$ cat src/rtl/mips_regfile_if.sv
`default_nettype none
// ============================================================================
// mips_regfile_if
//   Write/read bus of the MIPS25 register bank.
//   Revision: 1.0
// ============================================================================
interface mips_regfile_if #(
    parameter int WIDTH = 16,
    parameter int AW    = 3
) ();
    logic             we;
    logic [AW-1:0]    waddr;
    logic [WIDTH-1:0] wdata;
    logic             re;
    logic [AW-1:0]    ra_addr;
    logic [AW-1:0]    rb_addr;
    logic [WIDTH-1:0] ra_data;
    logic [WIDTH-1:0] rb_data;
    logic             rd_valid;

    modport master (
        output we, waddr, wdata, re, ra_addr, rb_addr,
        input  ra_data, rb_data, rd_valid
    );

    modport slave (
        input  we, waddr, wdata, re, ra_addr, rb_addr,
        output ra_data, rb_data, rd_valid
    );
endinterface
`default_nettype wire

$ cat src/rtl/mips_regfile.sv
`default_nettype none
// ============================================================================
// mips_regfile
//   DEPTH x WIDTH register bank, one write port, two registered read ports.
//   Revision: 1.0
// ============================================================================
module mips_regfile #(
    parameter int WIDTH    = 16,
    parameter int DEPTH    = 8,
    parameter int ZERO_REG = 1,
    parameter int BYPASS   = 1,
    localparam int AW      = $clog2(DEPTH)
) (
    input  wire logic     clkpos,
    input  wire logic     resetneg,
    mips_regfile_if.slave bus
);
    localparam logic [31:0] c_depth = DEPTH;

    logic [WIDTH-1:0] r_mem [DEPTH];
    logic [WIDTH-1:0] r_ra;
    logic [WIDTH-1:0] r_rb;
    logic             r_valid;
    logic             w_wr_legal;
    logic [WIDTH-1:0] w_ra_next;
    logic [WIDTH-1:0] w_rb_next;

    assign w_wr_legal = bus.we && (32'(bus.waddr) < c_depth) &&
                        !((ZERO_REG != 0) && (bus.waddr == '0));

    // Range check comes first so the array is never indexed past DEPTH-1.
    function automatic logic [WIDTH-1:0] f_port(input logic [AW-1:0] addr);
        logic [WIDTH-1:0] v;
        if (32'(addr) >= c_depth)
            v = '0;
        else if ((ZERO_REG != 0) && (addr == '0))
            v = '0;
        else if ((BYPASS != 0) && w_wr_legal && (addr == bus.waddr))
            v = bus.wdata;
        else
            v = r_mem[addr];
        return v;
    endfunction

    always_comb begin
        w_ra_next = f_port(bus.ra_addr);
        w_rb_next = f_port(bus.rb_addr);
    end

    always_ff @(posedge clkpos) begin
        if (!resetneg) begin
            for (int i = 0; i < DEPTH; i++)
                r_mem[i] <= '0;
            r_ra    <= '0;
            r_rb    <= '0;
            r_valid <= 1'b0;
        end else begin
            if (w_wr_legal)
                r_mem[bus.waddr] <= bus.wdata;
            if (bus.re) begin
                r_ra <= w_ra_next;
                r_rb <= w_rb_next;
            end
            r_valid <= bus.re;
        end
    end

    assign bus.ra_data  = r_ra;
    assign bus.rb_data  = r_rb;
    assign bus.rd_valid = r_valid;
endmodule
`default_nettype wire

$ cat src/flat_wrapper.sv
// flat-port wrapper written by rule: the top's interface ports become plain ports
module mips_regfile_flat 
#(
    parameter int WIDTH    = 16,
    parameter int DEPTH    = 8,
    parameter int ZERO_REG = 1,
    parameter int BYPASS   = 1,
    localparam int AW      = $clog2(DEPTH)
)
  (clkpos, resetneg, bus_we, bus_waddr, bus_wdata, bus_re, bus_ra_addr, bus_rb_addr, bus_ra_data, bus_rb_data, bus_rd_valid);
  mips_regfile_if #(.WIDTH(WIDTH), .AW(3)) bus_i ();
  input  wire logic clkpos;
  input  wire logic resetneg;
  input wire logic [$bits(bus_i.we)-1:0] bus_we;
  input wire logic [$bits(bus_i.waddr)-1:0] bus_waddr;
  input wire logic [$bits(bus_i.wdata)-1:0] bus_wdata;
  input wire logic [$bits(bus_i.re)-1:0] bus_re;
  input wire logic [$bits(bus_i.ra_addr)-1:0] bus_ra_addr;
  input wire logic [$bits(bus_i.rb_addr)-1:0] bus_rb_addr;
  output wire logic [$bits(bus_i.ra_data)-1:0] bus_ra_data;
  output wire logic [$bits(bus_i.rb_data)-1:0] bus_rb_data;
  output wire logic [$bits(bus_i.rd_valid)-1:0] bus_rd_valid;
  assign bus_i.we = bus_we;
  assign bus_i.waddr = bus_waddr;
  assign bus_i.wdata = bus_wdata;
  assign bus_i.re = bus_re;
  assign bus_i.ra_addr = bus_ra_addr;
  assign bus_i.rb_addr = bus_rb_addr;
  assign bus_ra_data = bus_i.ra_data;
  assign bus_rb_data = bus_i.rb_data;
  assign bus_rd_valid = bus_i.rd_valid;
  mips_regfile #(.WIDTH(WIDTH), .DEPTH(DEPTH), .ZERO_REG(ZERO_REG), .BYPASS(BYPASS)) u_core (.clkpos(clkpos), .resetneg(resetneg), .bus(bus_i));
endmodule
$ cat config.mk
export PLATFORM = sky130hd
export DESIGN_NAME = mips_regfile_flat
export DESIGN_NICKNAME = d
export VERILOG_FILES = /design/src/rtl/mips_regfile_if.sv /design/src/rtl/mips_regfile.sv /design/src/flat_wrapper.sv
export SDC_FILE = /design/constraint.sdc
export NUM_CORES = 1
export LEC_CHECK = 0
export CORE_AREA = 2 2 151 139
export CTS_BUF_LIST = sky130_fd_sc_hd__clkbuf_2
export DETAILED_ROUTE_END_ITERATION = 16
export DIE_AREA = 0 0 153 141
export SLEW_MARGIN = 20
export SYNTH_ARGS = -nofsm -noshare
export SYNTH_HDL_FRONTEND = slang
export SYNTH_SLANG_ARGS = --single-unit
export TNS_END_PERCENT = 5
$ cat constraint.sdc
create_clock -name clkpos -period 2.8 [get_ports clkpos]
set_clock_uncertainty 0.15 [all_clocks]
set_input_delay 0.56 -clock clkpos [delete_from_list [all_inputs] [get_ports clkpos]]
set_output_delay 0.56 -clock clkpos [all_outputs]
set_load 0.02 [all_outputs]
==> summary.md <==
| Metric | Value |
|---|---|
| Status | finished clean |
| Global Route Usage Sum | 0.201 |
| RSZ-0062 raised after global routing | false |
| Netlist cell types | 26 |
| RePlAce Congestion | 0.745 |
| VDD IR max | 0.181 mV |
| PostCTS Resize Cnt | 0 |
| Hold_buf cts | 0 |
| Crit-path cells | clkdlybuf4s50_1 |
| Row count | 50 |
| Post-CTS setup buffers | 0 |
| DRC | 0 |
| Worst Hold Class | flop to flop |
| Met1 usage | 0.249 |
| Reg clk slew, reported paths | between 200 and 300 ps |
| WS Path Type | flop to output port |
| Worst Path Required | 2090 ps |
| Post-Syn Area per Cell | 15.4 um^2 |
| Core area | 20,200 um^2 |
| Largest net degree at the start of global routing | 34 |
| Post-Syn Instances | slightly above 500 |
| Synth warnings | 0 |
| CP bufs+invs | 1 |
| DR iter-0 viols | 330 |
| H-tree levels | 4 |
| M3 GR Usage | 0.0412 |
| Initial antenna violation count | 1 |
| Crit path largest cell delay | about 630 ps |
| Vias | 4,878 |
| Vias per cell | 5.57 |
| Clk Latency, worst-skew pair | 730 ps |
| Register area share after synthesis | 0.572 |
| Synth async-reset ratio | 0 |
| Fmax | 0.402 GHz |
| Critical Path Sink Type | output port |
| CP delay by family, top | buffers and inverters |
| CP Max Fanout | 2 |
| Met2 Track Usage GR | 0.352 |
| Num CTS Buffers | 17 |
| Max-cap viol count | 0 |
| HPWL after detailed placement | 13,000 um |
| Most used DFF post-synth | edfxtp_1 |
| Most frequent cells in the layout | edfxtp_1, and2_1, mux4_2 |
| CTS tree | yes |
| Final slew viol count | 0 |
| Most used routing layer | met2 |
| Port buffer count | between 60 and 70 |
| Worst-Margin Slew | 724 ps |
| Most common cell after layout, fill and taps aside | edfxtp_1 |
| Hold Vio Cnt, Final | 0 |
| Worst Path Arrival | between 1500 and 2000 ps |
| Clk root buf | clkbuf_2 |
| Starting density of the core | 0.390 |
| Clock sink total | 161 |
| Die Wd | about 150 um |
| Final wirelength | about 21,000 um |
| Fin Setup TNS | 0 ps |
| Max clock buf depth | 2 |
| Tmin final | 2490 ps |
| Synth Register Bits | 161 |
| First-pass GRT wire length | 31,800 um |
| Area Growth Syn to Fin | 18.3% |
| PnR worst setup slack | 310 ps |
| Cell Area, Synth | 7870 um^2 |
| Final Cycle Share | 0.889 |
| Die Y | about 140 um |
| Yosys top cell by area | edfxtp_1 |
| Remaining antenna violation count | 0 |
| Share of layout cells above drive strength 1 | 0.221 |
| Synth top area cells | edfxtp_1, mux4_2, and2_1 |
| Drt wl/cell | around 24 um |
| Lkg Pwr | 3.35 nW |
| PD cells | between 500 and 600 nW/um^2 |
| # placed instances | 843 |
| DRT Pass-1 Iters | 5 |
| Final setup vio count | 0 |
| Setup WS pre-CTS | approximately 94 ps |
| Worst path slowest cell | clkdlybuf4s50_1 |
| Grt ovf | 0 |
| Vias in the first global route | 5,149 |
| Die area | 21,600 um^2 |
| Max-slew headroom | 0.516 |
| Post-synth EDFFs | ~130 |
| Top cell type's share of synthesized area | 0.488 |
| CP Launch Type | flop |
| Num ports | slightly above 60 |
| Final Non-Filler Cells | between 800 and 900 |
| Nets | 631 |
==> synthesized netlist by cell type (2+ instances only) <==
cell type / count
buf_4: 3
nor2_1: 39
mux2i_1: 32
and2_1: 113
xor2_1: 6
o21ai_0: 6
o311a_1: 2
nor3_1: 3
dfxtp_1: 33
buf_1: 4
o41ai_4: 2
and3_1: 2
clkbuf_1: 15
a221o_1: 32
edfxtp_1: 128
nand2b_1: 3
buf_2: 16
mux4_2: 64
==> power breakdown <==
group / switching [W] / internal (W) / leakage (nW)
combinational: 0.000387 / 0.000409 / 1.72
sequential: 0.0000878 / 0.00275 / 1.50
clock: 0.000836 / 0.000242 / 0.131
==> routing by layer <==
metal  part of all wire  vias up
li1                   -     2171
met1               0.41     2513
met2               0.52      162
met3              0.053       32
met4              0.026        0
met5                  0        -
==> layout make-up <==
class                      instances  area (um^2)
timing repair buffer              96         1050
fill                            1770        10900
clock buffer                      19         95.1
clock inverter                    13         85.1
inverter                           1         3.75
multi-input combinational        325         3240
sequential                       161         4500
antenna                            1         2.50
tap                              260          325
==> state kept, by name, indices dropped and copies added, names as in the netlist <==
name and count:
u_core.bus.rb_data 16, u_core.bus.rd_valid 1, u_core.r_mem 128, u_core.bus.ra_data 16
==> cells by family after synthesis <==
group / Yosys count / share of synthesized area
buffers and inverters: 40 / 0.0240
AND/OR/NAND/NOR: 163 / 0.116
XOR/XNOR: 6 / 0.00667
multiplexers: 96 / 0.224
AO/OA/AOI/OAI: 44 / 0.0567
other: 1 / 0.000476
flip-flops: 161 / 0.572
==> per-stage QoR <==
| step | power (W) | util | cell area, um^2 | hold slack, ps |
|---|---|---|---|---|
| finish | 0.00471 | 0.461 | 9310 | 371 |
| global route | 0.00491 | 0.461 | 9310 | 362 |
| CTS | 0.00475 | 0.461 | 9310 | 374 |
| detailed placement | 0.00369 | 0.452 | 9130 | 324 |
| global placement | 0.00367 | 0.452 | 9120 | 321 |
| floorplan | 0.00333 | - | 7930 | 471 |
==> path summary, 6_finish.rpt <==
| kind | startpoint | to | slack, ps | cells past startpoint |
|---|---|---|---|---|
| max | u_core.bus.rb_data[6] | bus_rb_data[6] | 310 | 1 |
| min | u_core.bus.rb_data[10] | u_core.bus.rb_data[10] | 370 | 1 |
| max reg2reg | u_core.r_mem[7][8] | u_core.bus.rb_data[8] | 1040 | 4 |
| min reg2reg | u_core.bus.rb_data[10] | u_core.bus.rb_data[10] | 370 | 1 |
(Power assumes the default switching activity.)
==> edit, RTL diff (config.mk and constraints unchanged) <==
`WIDTH` is set to 16 in 3 places; all go to 32.
--- a/src/rtl/mips_regfile_if.sv
+++ b/src/rtl/mips_regfile_if.sv
@@ -6,5 +6,5 @@
 // ============================================================================
 interface mips_regfile_if #(
-    parameter int WIDTH = 16,
+    parameter int WIDTH = 32,
     parameter int AW    = 3
 ) ();
--- a/src/rtl/mips_regfile.sv
+++ b/src/rtl/mips_regfile.sv
@@ -6,5 +6,5 @@
 // ============================================================================
 module mips_regfile #(
-    parameter int WIDTH    = 16,
+    parameter int WIDTH    = 32,
     parameter int DEPTH    = 8,
     parameter int ZERO_REG = 1,
--- a/src/flat_wrapper.sv
+++ b/src/flat_wrapper.sv
@@ -2,5 +2,5 @@
 module mips_regfile_flat 
 #(
-    parameter int WIDTH    = 16,
+    parameter int WIDTH    = 32,
     parameter int DEPTH    = 8,
     parameter int ZERO_REG = 1,
Ports: changed (resized bus_ra_data, bus_rb_data and bus_wdata); port bits go from 62 to 110. No check against the original RTL was run, so the function may have changed too.
==> edit against the unedited design <==
- routed wire length rose by 100%
- first-iteration DRC count grew to 4.6 times the old value
- worst setup slack worse by 120 ps
- non-clock buffer count rose by 91
- synthesized area increased by 77%
- maximum frequency fell by 4.7%
- sequential cell count is 128 higher
- sequential power increased by 79%
- cell area increased by 77%
- power up 100%
- combinational power is 73% higher
- worst hold slack got worse by 42 ps
- largest power group unchanged
==> edit: results (changes against the unedited design) <==
For the highest clock frequency the design can meet, the log shows 383 MHz (-4.7%). The layout multi-input combinational cell count was 729 (+120%); the clock tree buffer depth was 3 (+1). The fraction of layout cells with a size suffix above 1 was 0.191 (-0.0303). The tools report the clock buffer instance count of the final layout as 105 (+86). The run finished with clean final reports. The leakage dissipation is 6.04 nW (+80%).

The tools report the placed standard-cell area as 15800 um^2 (+73%). The final RePlAce weighted congestion came out at 0.905 (+21%). The run gives 8030 um^2 (+78%) as the register cell area after layout. The global-route track usage on met3 is 0.106 (+0.0646). The endpoint of the lowest-slack register-to-register path is u_core.bus.ra_data[11]$_SDFFE_PN0P_. The internal power of the cells was 6.79 mW (+100%); the sequential share of cell area was 0.488 (+0.00384). The relative area of clock buffers and inverters in the final design was 0.0422 (+0.0228); the part of the Yosys area used for sequential elements was 0.577 (+0.00460). The tools report the pre-CTS setup slack as 2.50 ps (-91.9 ps).

The number of buffers other than clock buffers in the final layout was 187 (+95%); the final net count was 1328 (+110%). The number of non-clock inverters in the layout works out to 5 (+4). The synthesized-area fraction occupied by ao, oa, aoi and oai cells was 0.202 (+0.145); the routed length on met2 was 19200 um (+77%). The endpoint of the most critical setup path is bus_rb_data[31]. The starting DRC count in detailed routing is 1529 (+360%), and the number of fill cells is 1219 (-31%). The proportion of synthesized area in mux cells was 0.0489 (-0.175); the largest vdd supply drop was 438 uV (+140%).

The tools report the post-route met1 wirelength as 15300 um (+79%). The critical path's largest stage delay is 650 ps (+20 ps). The count of inserted antenna diode cells was 2 (+1); the flip-flop count of the largest register after layout was 224 (+75%). The run gives 0.391 (+0.190) as the overall global routing resource usage.

The logs give 42400 um (+100%) for the final routed wirelength across all metal layers and 2.67 mW (+100%) for the power dissipated by switching net loads. Routed signal wires occupy layers up through met5. Detailed-placement wirelength estimate: 25500 um (+96%). For the distinct cell type count after synthesis, the log shows 45 (+73%).

The average instance area after synthesis works out to 12.3 um^2 (-20%).
edit: worst min-delay path by stage:
stage | from | end | slack (ps) | cells after the start
4_1_cts | bus_rb_addr[0] | u_core.bus.rb_data[29]$_SDFFE_PN0P_ | 250 | 4
5_1_grt | bus_rb_addr[0] | u_core.bus.rb_data[27]$_SDFFE_PN0P_ | 290 | 4
3_5_place_dp | u_core.bus.rb_data[5]$_SDFFE_PN0P_ | u_core.bus.rb_data[5]$_SDFFE_PN0P_ | 310 | 2
3_3_place_gp | u_core.bus.rb_data[8]$_SDFFE_PN0P_ | u_core.bus.rb_data[8]$_SDFFE_PN0P_ | 300 | 2
2_1_floorplan | u_core.r_mem[1][10]$_SDFFCE_PN0P_ | u_core.bus.rb_data[10]$_SDFFE_PN0P_ | 400 | 2
6_report | u_core.bus.rb_data[0]$_SDFFE_PN0P_ | u_core.bus.rb_data[0]$_SDFFE_PN0P_ | 330 | 2
